### src/rtl/blinds_actuator_if.sv
// Command/status bundle between the blinds controller and the motor actuator.
interface blinds_actuator_if;
    logic [1:0] target;
    logic       stop;
    logic       motor_up;
    logic       motor_down;
    logic [3:0] position;
    logic       busy;
    logic       at_target;

    modport master (
        output target, stop,
        input  motor_up, motor_down, position, busy, at_target
    );

    modport slave (
        input  target, stop,
        output motor_up, motor_down, position, busy, at_target
    );
endinterface

### src/rtl/blinds_actuator.sv
// Blinds motor actuator: debounces the commanded level, then steps the motor toward it,
// inserting a motor-off dead time before re-planning mid-motion.
module blinds_actuator #(
    parameter int SETTLE_CYCLES = 4,
    parameter int STEP_CYCLES   = 8,
    parameter int POS_PER_LEVEL = 4,
    parameter int DEAD_CYCLES   = 2
) (
    input logic              clk,
    input logic              rst,
    blinds_actuator_if.slave bus
);
    localparam int MAX_POS = 3 * POS_PER_LEVEL;
    localparam int SW = $clog2(SETTLE_CYCLES + 1);
    localparam int TW = $clog2(STEP_CYCLES + 1);
    localparam int DW = $clog2(DEAD_CYCLES + 1);

    typedef enum logic [2:0] {IDLE, SETTLE, MOVE_UP, MOVE_DOWN, DEAD} state_t;

    state_t        state;
    logic [1:0]    cand;
    logic [3:0]    goal;
    logic [3:0]    position;
    logic [SW-1:0] settle_cnt;
    logic [TW-1:0] step_cnt;
    logic [DW-1:0] dead_cnt;
    logic          motor_up;
    logic          motor_down;
    logic [3:0]    tgt_pos;
    logic [3:0]    cand_pos;

    assign tgt_pos  = 4'(32'(bus.target) * POS_PER_LEVEL);
    assign cand_pos = 4'(32'(cand) * POS_PER_LEVEL);

    always_ff @(posedge clk) begin
        if (rst) begin
            state      <= IDLE;
            cand       <= 2'b00;
            goal       <= 4'd0;
            position   <= 4'd0;
            settle_cnt <= '0;
            step_cnt   <= '0;
            dead_cnt   <= '0;
            motor_up   <= 1'b0;
            motor_down <= 1'b0;
        end else if (bus.stop) begin
            state      <= IDLE;
            motor_up   <= 1'b0;
            motor_down <= 1'b0;
            settle_cnt <= '0;
            step_cnt   <= '0;
            dead_cnt   <= '0;
        end else begin
            case (state)
                IDLE: begin
                    if (tgt_pos != position) begin
                        state      <= SETTLE;
                        cand       <= bus.target;
                        settle_cnt <= '0;
                    end
                end
                SETTLE: begin
                    // Any wobble on target restarts the stability window.
                    if (bus.target != cand) begin
                        cand       <= bus.target;
                        settle_cnt <= '0;
                    end else if (settle_cnt == SW'(SETTLE_CYCLES)) begin
                        goal     <= cand_pos;
                        step_cnt <= '0;
                        if (cand_pos > position) begin
                            state      <= MOVE_DOWN;
                            motor_down <= 1'b1;
                        end else if (cand_pos < position) begin
                            state    <= MOVE_UP;
                            motor_up <= 1'b1;
                        end else begin
                            state <= IDLE;
                        end
                    end else begin
                        settle_cnt <= settle_cnt + 1'b1;
                    end
                end
                MOVE_UP, MOVE_DOWN: begin
                    if (tgt_pos != goal) begin
                        // Re-plan only after the motor has been off for the dead time.
                        state      <= DEAD;
                        motor_up   <= 1'b0;
                        motor_down <= 1'b0;
                        step_cnt   <= '0;
                        dead_cnt   <= '0;
                    end else if (step_cnt == TW'(STEP_CYCLES - 1)) begin
                        step_cnt <= '0;
                        if (state == MOVE_DOWN) begin
                            if (position == 4'(MAX_POS)) begin
                                state      <= IDLE;
                                motor_down <= 1'b0;
                            end else begin
                                position <= position + 4'd1;
                                if (4'(position + 4'd1) == goal) begin
                                    state      <= IDLE;
                                    motor_down <= 1'b0;
                                end
                            end
                        end else begin
                            if (position == 4'd0) begin
                                state    <= IDLE;
                                motor_up <= 1'b0;
                            end else begin
                                position <= position - 4'd1;
                                if (4'(position - 4'd1) == goal) begin
                                    state    <= IDLE;
                                    motor_up <= 1'b0;
                                end
                            end
                        end
                    end else begin
                        step_cnt <= step_cnt + 1'b1;
                    end
                end
                DEAD: begin
                    if (dead_cnt == DW'(DEAD_CYCLES - 1)) begin
                        state      <= SETTLE;
                        cand       <= bus.target;
                        settle_cnt <= '0;
                    end else begin
                        dead_cnt <= dead_cnt + 1'b1;
                    end
                end
                default: begin
                    state      <= IDLE;
                    motor_up   <= 1'b0;
                    motor_down <= 1'b0;
                end
            endcase
        end
    end

    assign bus.motor_up   = motor_up;
    assign bus.motor_down = motor_down;
    assign bus.position   = position;
    assign bus.busy       = (state != IDLE);
    assign bus.at_target  = (state == IDLE) && (position == tgt_pos);
endmodule

### src/flat_wrapper.sv
// flat-port wrapper written by rule: the top's interface ports become plain ports
module blinds_actuator_flat 
#(
    parameter int SETTLE_CYCLES = 4,
    parameter int STEP_CYCLES   = 8,
    parameter int POS_PER_LEVEL = 4,
    parameter int DEAD_CYCLES   = 2
)
  (clk, rst, bus_target, bus_stop, bus_motor_up, bus_motor_down, bus_position, bus_busy, bus_at_target);
  blinds_actuator_if bus_i ();
  input logic clk;
  input logic rst;
  input wire logic [$bits(bus_i.target)-1:0] bus_target;
  input wire logic [$bits(bus_i.stop)-1:0] bus_stop;
  output wire logic [$bits(bus_i.motor_up)-1:0] bus_motor_up;
  output wire logic [$bits(bus_i.motor_down)-1:0] bus_motor_down;
  output wire logic [$bits(bus_i.position)-1:0] bus_position;
  output wire logic [$bits(bus_i.busy)-1:0] bus_busy;
  output wire logic [$bits(bus_i.at_target)-1:0] bus_at_target;
  assign bus_i.target = bus_target;
  assign bus_i.stop = bus_stop;
  assign bus_motor_up = bus_i.motor_up;
  assign bus_motor_down = bus_i.motor_down;
  assign bus_position = bus_i.position;
  assign bus_busy = bus_i.busy;
  assign bus_at_target = bus_i.at_target;
  blinds_actuator #(.SETTLE_CYCLES(SETTLE_CYCLES), .STEP_CYCLES(STEP_CYCLES), .POS_PER_LEVEL(POS_PER_LEVEL), .DEAD_CYCLES(DEAD_CYCLES)) u_core (.clk(clk), .rst(rst), .bus(bus_i));
endmodule
### config.mk
export PLATFORM = sky130hd
export DESIGN_NAME = blinds_actuator_flat
export DESIGN_NICKNAME = d
export VERILOG_FILES = /design/src/rtl/blinds_actuator_if.sv /design/src/rtl/blinds_actuator.sv /design/src/flat_wrapper.sv
export SDC_FILE = /design/constraint.sdc
export NUM_CORES = 1
export LEC_CHECK = 0
export CAP_MARGIN = 0
export CORE_UTILIZATION = 50
export DETAILED_ROUTE_END_ITERATION = 16
export GPL_ROUTABILITY_DRIVEN = 0
export MAX_ROUTING_LAYER = met4
export PLACE_DENSITY_LB_ADDON = 0.15
export SLEW_MARGIN = 30
export SYNTH_ARGS = -nofsm -noshare
export SYNTH_HDL_FRONTEND = slang
export SYNTH_SLANG_ARGS = --single-unit
### constraint.sdc
create_clock -name clk -period 1.7 [get_ports clk]
set_clock_uncertainty 0.05 [all_clocks]
set_input_delay 0.34 -clock clk [delete_from_list [all_inputs] [get_ports clk]]
set_output_delay 0.34 -clock clk [all_outputs]
set_load 0.01 [all_outputs]
* Yosys cells after proc, flatten, opt, wreduce, memory -nomap -nowiden *
Index checks and enable logic that the tools add are counted.

word-level totals
  register bits after elaboration = 22
  input port bits = 5
  output and inout bits = 8
  word-level logic and storage cells = 126

cells by class
  order comparisons = 2
  bitwise operators = 4
  equality and inequality tests = 34
  reduce and logical (&&, ||, !) cells = 19
  muxes and demuxes = 53
  $add $sub $neg = 5

operators by type and width
  operator                                                count
  2-to-1 mux 3 bit                                        16
  2-to-1 mux 4 bit                                        7
  2-to-1 mux 1 bit                                        17
  inequality test 2 x 1 -> 1 bit (second input constant)  8
  AND reduction 7 bit                                     2
  == test 4 bit                                           3
  2-to-1 mux 2 bit                                        6
  one-hot mux 3 bit (4 select lines)                      1
  one-hot mux 3 bit (3 select lines)                      1
  adder 4 x 1 -> 4 bit (second input constant)            2
  inequality test 2 bit (second input constant)           4
  inequality test 4 x 1 -> 1 bit (second input constant)  2
  one-hot mux 4 bit (2 select lines)                      1
  AND reduction 4 bit                                     2
  AND reduction 8 bit                                     1
  == test 3 x 2 -> 1 bit (second input constant)          2
  == test 3 bit (second input constant)                   2
  inequality test 3 x 1 -> 1 bit (second input constant)  2
  inequality test 3 x 2 -> 1 bit (second input constant)  2
  one-hot mux 1 bit (3 select lines)                      2
  one-hot mux 2 bit (3 select lines)                      1
  AND reduction 3 bit                                     2
  AND reduction 6 bit                                     1
  nonzero test 3 bit                                      2
  21 further kinds                                        28

* Depth between registers and ports, before layout *
Gate-level depths: netlist of the first run.

  depth after elaboration = 8
  mapped depth = 8
  depth with buffers taken out = 7

* Least setup slack after synthesis of the first run *
Ideal clock, no wire load.

  path type = register -> register
  start = register u_core.position[2] (netlist: u_core.bus.position[2])
  end = register u_core.motor_up (netlist: u_core.bus.motor_up)
  library setup time = 0.067 ns
  arrival time = 1.805 ns
  setup slack = -0.222 ns
  clock period less this slack = 1.922 ns
  cell stages (with the launch flop) = 8
  cells stage by stage = dfxtp_1 > buf_2 > inv_1 > ha_1 > a211oi_1 > nor3_1 > or4_4 > a21oi_2

between the ends
  cells in the longest elaborated chain, start to end = 6
  elaborated cells between the ends (all ways) = 14
  those cells by class = 1 x add/sub; 2 x order compare; 4 x eq/ne; 5 x mux; 2 x reduce/logical

ends and longest elaborated chain
  what                                                               line                    text
  start: declaration                                                 blinds_actuator.sv:23   logic [3:0] position;
  start signal: assignment                                           blinds_actuator.sv:98   position <= position + 4'd1;
  start signal: assignment                                           blinds_actuator.sv:109  position <= position - 4'd1;
  branches (longest 6 deep; another with subtractor 4 x 1 -> 4 bit)  n/a
  end signal: assignment                                             blinds_actuator.sv:48   motor_up <= 1'b0;
  end signal: assignment                                             blinds_actuator.sv:87   motor_up <= 1'b0;
  end signal: assignment                                             blinds_actuator.sv:107  motor_up <= 1'b0;
  end: declaration                                                   blinds_actuator.sv:27   logic motor_up;

Several ways; the timed one is not identified. The select of a mux whose other input is x is not followed.
A chain may end at the register's enable or synchronous reset.

* Worst setup path after layout of the first run *
  start = register u_core.goal[2]
  end = register u_core.state[0]

between the ends
  cells in the longest elaborated chain, start to end = 3
  elaborated cells between the ends (all ways) = 9
  those cells by class = 6 x eq/ne; 2 x mux; 1 x reduce/logical

ends and longest elaborated chain
  what                                                                                        line                    text
  start: declaration                                                                          blinds_actuator.sv:22   logic [3:0] goal;
  start signal: assignment                                                                    blinds_actuator.sv:68   goal <= cand_pos;
  == test 4 bit (tied with other cells)                                                       blinds_actuator.sv:99   if (4'(position + 4'd1) == goal) begin
  inequality test 5 x 4 -> 1 bit (no source line) (tied with other cells)                     n/a
  AND reduction 7 bit (no source line) or one-hot mux 3 bit (4 select lines) (tied branches)  n/a
  end signal: assignment                                                                      blinds_actuator.sv:95   state <= IDLE;
  end signal: assignment                                                                      blinds_actuator.sv:100  state <= IDLE;
  end signal: assignment                                                                      blinds_actuator.sv:106  state <= IDLE;
  end: declaration                                                                            blinds_actuator.sv:20   state_t state;

Several ways; a longest one is shown, not always the timed one.

==> results of run 1 <==
-- layer usage --
layer	GRT usage	wire length (um)	up-vias
met5	-	0	-
met4	0.187	213	0
met3	0.0611	419	26
met2	0.516	2820	90
met1	0.391	2200	870
li1	-	-	831
-- stage by stage --
step	util	TNS [ns]	cell area, um^2	cells	hold slack, ns
6_report	0.826	-0.672	2540	308	0.485
5_1_grt	0.826	-1.30	2540	308	0.512
4_1_cts	0.794	-0.360	2440	305	0.463
3_5_place_dp	0.709	-11.71	2180	294	0.420
3_3_place_gp	0.709	-10.33	2180	294	0.400
2_1_floorplan	-	-0.135	1670	197	0.386
-- layout make-up --
class	instances	area share
inverter	11	0.0162
tap	44	0.0217
timing repair buffer	74	0.234
multi-input combinational	153	0.532
sequential	22	0.186
clock buffer	4	0.0103
-- kinds of logic (layout without fill, tap and decap cells) --
logic type	count (synthesis)	in the layout	share of synthesized area
AO/OA/AOI/OAI	43	43	0.183
multiplexers	7	7	0.0430
XOR/XNOR	17	17	0.101
flip-flops	22	22	0.270
adder cells (fa/ha/maj)	9	9	0.0691
buffers and inverters	22	89	0.0661
AND/OR/NAND/NOR	77	77	0.268
-- where the power goes --
part | internal, mW | total, mW | leakage [nW] | switching, mW
clock network | 0.0916 | 0.265 | 0.0150 | 0.174
registers | 0.513 | 0.522 | 0.186 | 0.00853
logic | 0.120 | 0.246 | 0.823 | 0.126
total | 0.725 | 1.03 | 1.02 | 0.309
-- registers in the layout (all words and copies together), names as in the netlist --
signal and cells:
u_core.cand 2, u_core.bus.motor_up 1, u_core.settle_cnt 3, u_core.dead_cnt 2
u_core.step_cnt 4, u_core.state 3, u_core.goal 2, u_core.bus.motor_down 1
u_core.bus.position 4
-- placed cells by master (no fill, tap or decap), drive strengths merged, types with 2 or more instances in the layout --
cell type      synthesis  layout
xnor2                  9       9
a211oi                 3       3
clkbuf                 3       5
nor2                  25      25
ha                     9       9
nor2b                  2       2
nor4                   2       2
nand4                  3       3
inv                   11      11
mux2i                  7       7
nor3                   6       6
nand2                  8       8
xor2                   8       8
nand4b                 2       2
or2                    4       4
a21bo                  2       2
dfxtp                 22      22
buf                    8      65
nand3b                 3       3
o21a                   4       4
nor3b                  3       3
clkdlybuf4s50          0       4
o211ai                 2       2
dlygate4sd2            0       4
and3                   3       3
a21oi                 15      15
a31oi                  3       3
nand3                  8       8
o21ai                  4       4
-- timing repair --
item / CTS / global route
gates resized for setup: 56 / 25
pin swaps: 16 / 11
buffers inserted: 7 / 3
setup endpoints to repair: 25 / 18
endpoints found under the hold margin: 0 / 0
-- worst max-delay path by stage --
| stage | from | end | slack [ns] | cells past startpoint |
|---|---|---|---|---|
| global placement | bus_target[1] | bus_at_target | -0.62 | 5 |
| finish | u_core.goal[2]$_SDFFE_PP0P_ | u_core.state[0]$_SDFFE_PP0P_ | -0.27 | 5 |
| CTS | u_core.bus.position[1]$_SDFFE_PP0P_ | bus_at_target | -0.10 | 5 |
| detailed placement | bus_target[1] | bus_at_target | -0.69 | 5 |
| floorplan | u_core.settle_cnt[0]$_SDFFE_PP0P_ | u_core.bus.motor_up$_SDFFE_PP0P_ | -0.06 | 6 |
| global route | u_core.bus.position[2]$_SDFFE_PP0P_ | u_core.state[0]$_SDFFE_PP0P_ | -0.30 | 6 |
==> parameters.txt, run 1 <==
Parameter                              Value

Routing
  Vias ... 1817
  DRC viols ... 0
  Routed length per placed instance ... 18.3 um
  Post-detailed-route via-to-cell ratio ... 5.90
  Count of TritonRoute iterations in the first routing pass ... 4
  Post-detailed-routing wire length ... 5640 um
  Number of violations reported at the end of detailed-routing iteration 0 ... 128
  Antenna Violating Nets Remaining ... 0

Synth
  Number of warnings reported in the yosys synthesis log ... 0
  Leading area contributor after synthesis ... dfxtp_1
  Most frequent cell after synthesis ... nor2_1
  Share of synthesized registers carrying an async set or reset ... 0
  Syn Inst Count ... 197
  Area share of the largest cell type after synthesis ... 0.270
  Part of the Yosys area used for sequential elements ... 0.270
  Cell variety after synth ... 51
  Mean cell area of the mapped netlist ... 8.27 um^2
  Synthesized cell area ... 1630 um^2
  Synthesized netlist net count ... 211
  #FFs+latches synth ... 22
  Top_reg_cell synth ... dfxtp_1
  EDFF count, synth ... 0
  Synth top area cells ... dfxtp_1 27%, ha_1 6.9%, nor2_1 5.8%
  Top cells by instance count after synthesis ... 25 x nor2_1, 22 x dfxtp_1, 14 x a21oi_1

Layout
  Layout cell share with drive strength beyond 1 ... 0.508
  Area used by sequential logic in the layout ... 472 um^2
  Area taken by multi-input logic gates ... 1350 um^2
  Area growth from synthesis to layout ... 56.0%
  Final #Nets ... 279
  Number of inserted filler cells in the final layout ... 169
  Ant. Diodes ... 0

Timing
  Slack of the critical path ... -0.272 ns
  Endpoints failing setup ... 7
  Unrepaired setup endpoints after global routing ... yes
  Max-Slew Margin vs Limit ... 0.690
  Total count of max-transition violations in the final report ... 0
  Period utilisation layout ... 1.16
  Hold Vio Cnt, Final ... 0
  Least-Margin Pin Slew ... 0.464 ns
  Crit path time final ... 1.97 ns
  Timing-limited maximum frequency ... 507 MHz

Critical path
  Top fanout value on the critical path ... 3
  Critical path cell sequence ... xnor2_1 -> nand3_1 -> a311o_1 -> o211ai_2 -> mux2i_1
  CP max stage cell ... dfxtp_1
  Critical Path Max Stage Delay ... 0.38 ns
  Critical path buffers and inverters ... 0
  Kind of cell adding the most delay to the critical path ... compound AO/OA/AOI/OAI gates
  CP Class ... reg -> reg
  Data arrival time of the worst path ... 2.14 ns
  Depth of the most critical reg-to-reg path ... 5
  Kind of capture point of the worst setup path ... register
  Origin of the critical flop-to-flop path ... u_core.goal[2]$_SDFFE_PP0P_
  Reg-to-reg setup timing slack ... -0.27 ns
  CP Data Required Time ... 1.87 ns
  Kind of start point of the critical path ... register
  Worst reg2reg path endpoint ... u_core.state[0]$_SDFFE_PP0P_

Die
  Initial Util ... 0.529
  Die Outline Area ... 3490 um^2
  Die height ... 59.1 um
  Count of standard-cell rows ... 20
  Num ports ... 13
  Die X ... 59.1 um
  Core box area ... 3080 um^2

Power and ir drop
  PD cells ... 407 nW/um^2
  Leakage power summed over all cells ... 1.02 nW
  Total power consumption of the routed design ... 1.03 mW
  Largest vdd supply drop ... 0.385 mV

Place
  PortBufs ... 12
  DP Worst Slack ... -0.692 ns
  HPWL reported at the end of detailed placement ... 3660 um

GRT
  Overall fraction of global-route tracks in use ... 0.327
  Largest net degree at the start of global routing ... 13
  Number of global-route vias before repair ... 1778
  Wire length of the first global-routing pass ... 8160 um
  Number of antenna violations at the first check in global routing ... 0
  Overflow after GRT ... 0

CTS
  CTS Hold Buffers Added ... 0
  Buffer cell driving the clock tree root ... clkbuf_4
  CTS tree ... done
  Clock latency reported for the late side of the worst-skew pair ... 0.31 ns
  Number of clock sinks seen by CTS ... 22
  Number of H-tree branching levels ... 1
  Clock input transition at the sequential cells of the worst setup and hold paths ... 0.13 ns
  Cts bufs inserted ... 3
  Clock tree buffer depth ... 2

Status
  Violated checks ... setup timing
  Outcome ... complete, but fails checks

Min path
  Terminating pin of the worst hold path ... u_core.step_cnt[2]$_SDFFE_PP0P_
  Source of the worst hold timing path ... u_core.step_cnt[2]$_SDFFE_PP0P_
  Path type of the worst min-delay path ... reg -> reg
  Hold Path Cell Cnt ... 1

Flow run
  Maxcap violations ... 0
No activity file was read; power rests on OpenSTA's default activity.
==> run 2: changes to the inputs <==
- CTS_CLUSTER_DIAMETER: unset -> 50
==> results of run 2 <==
Same layout as run 1: the final DEF is identical, and so are final timing and power.
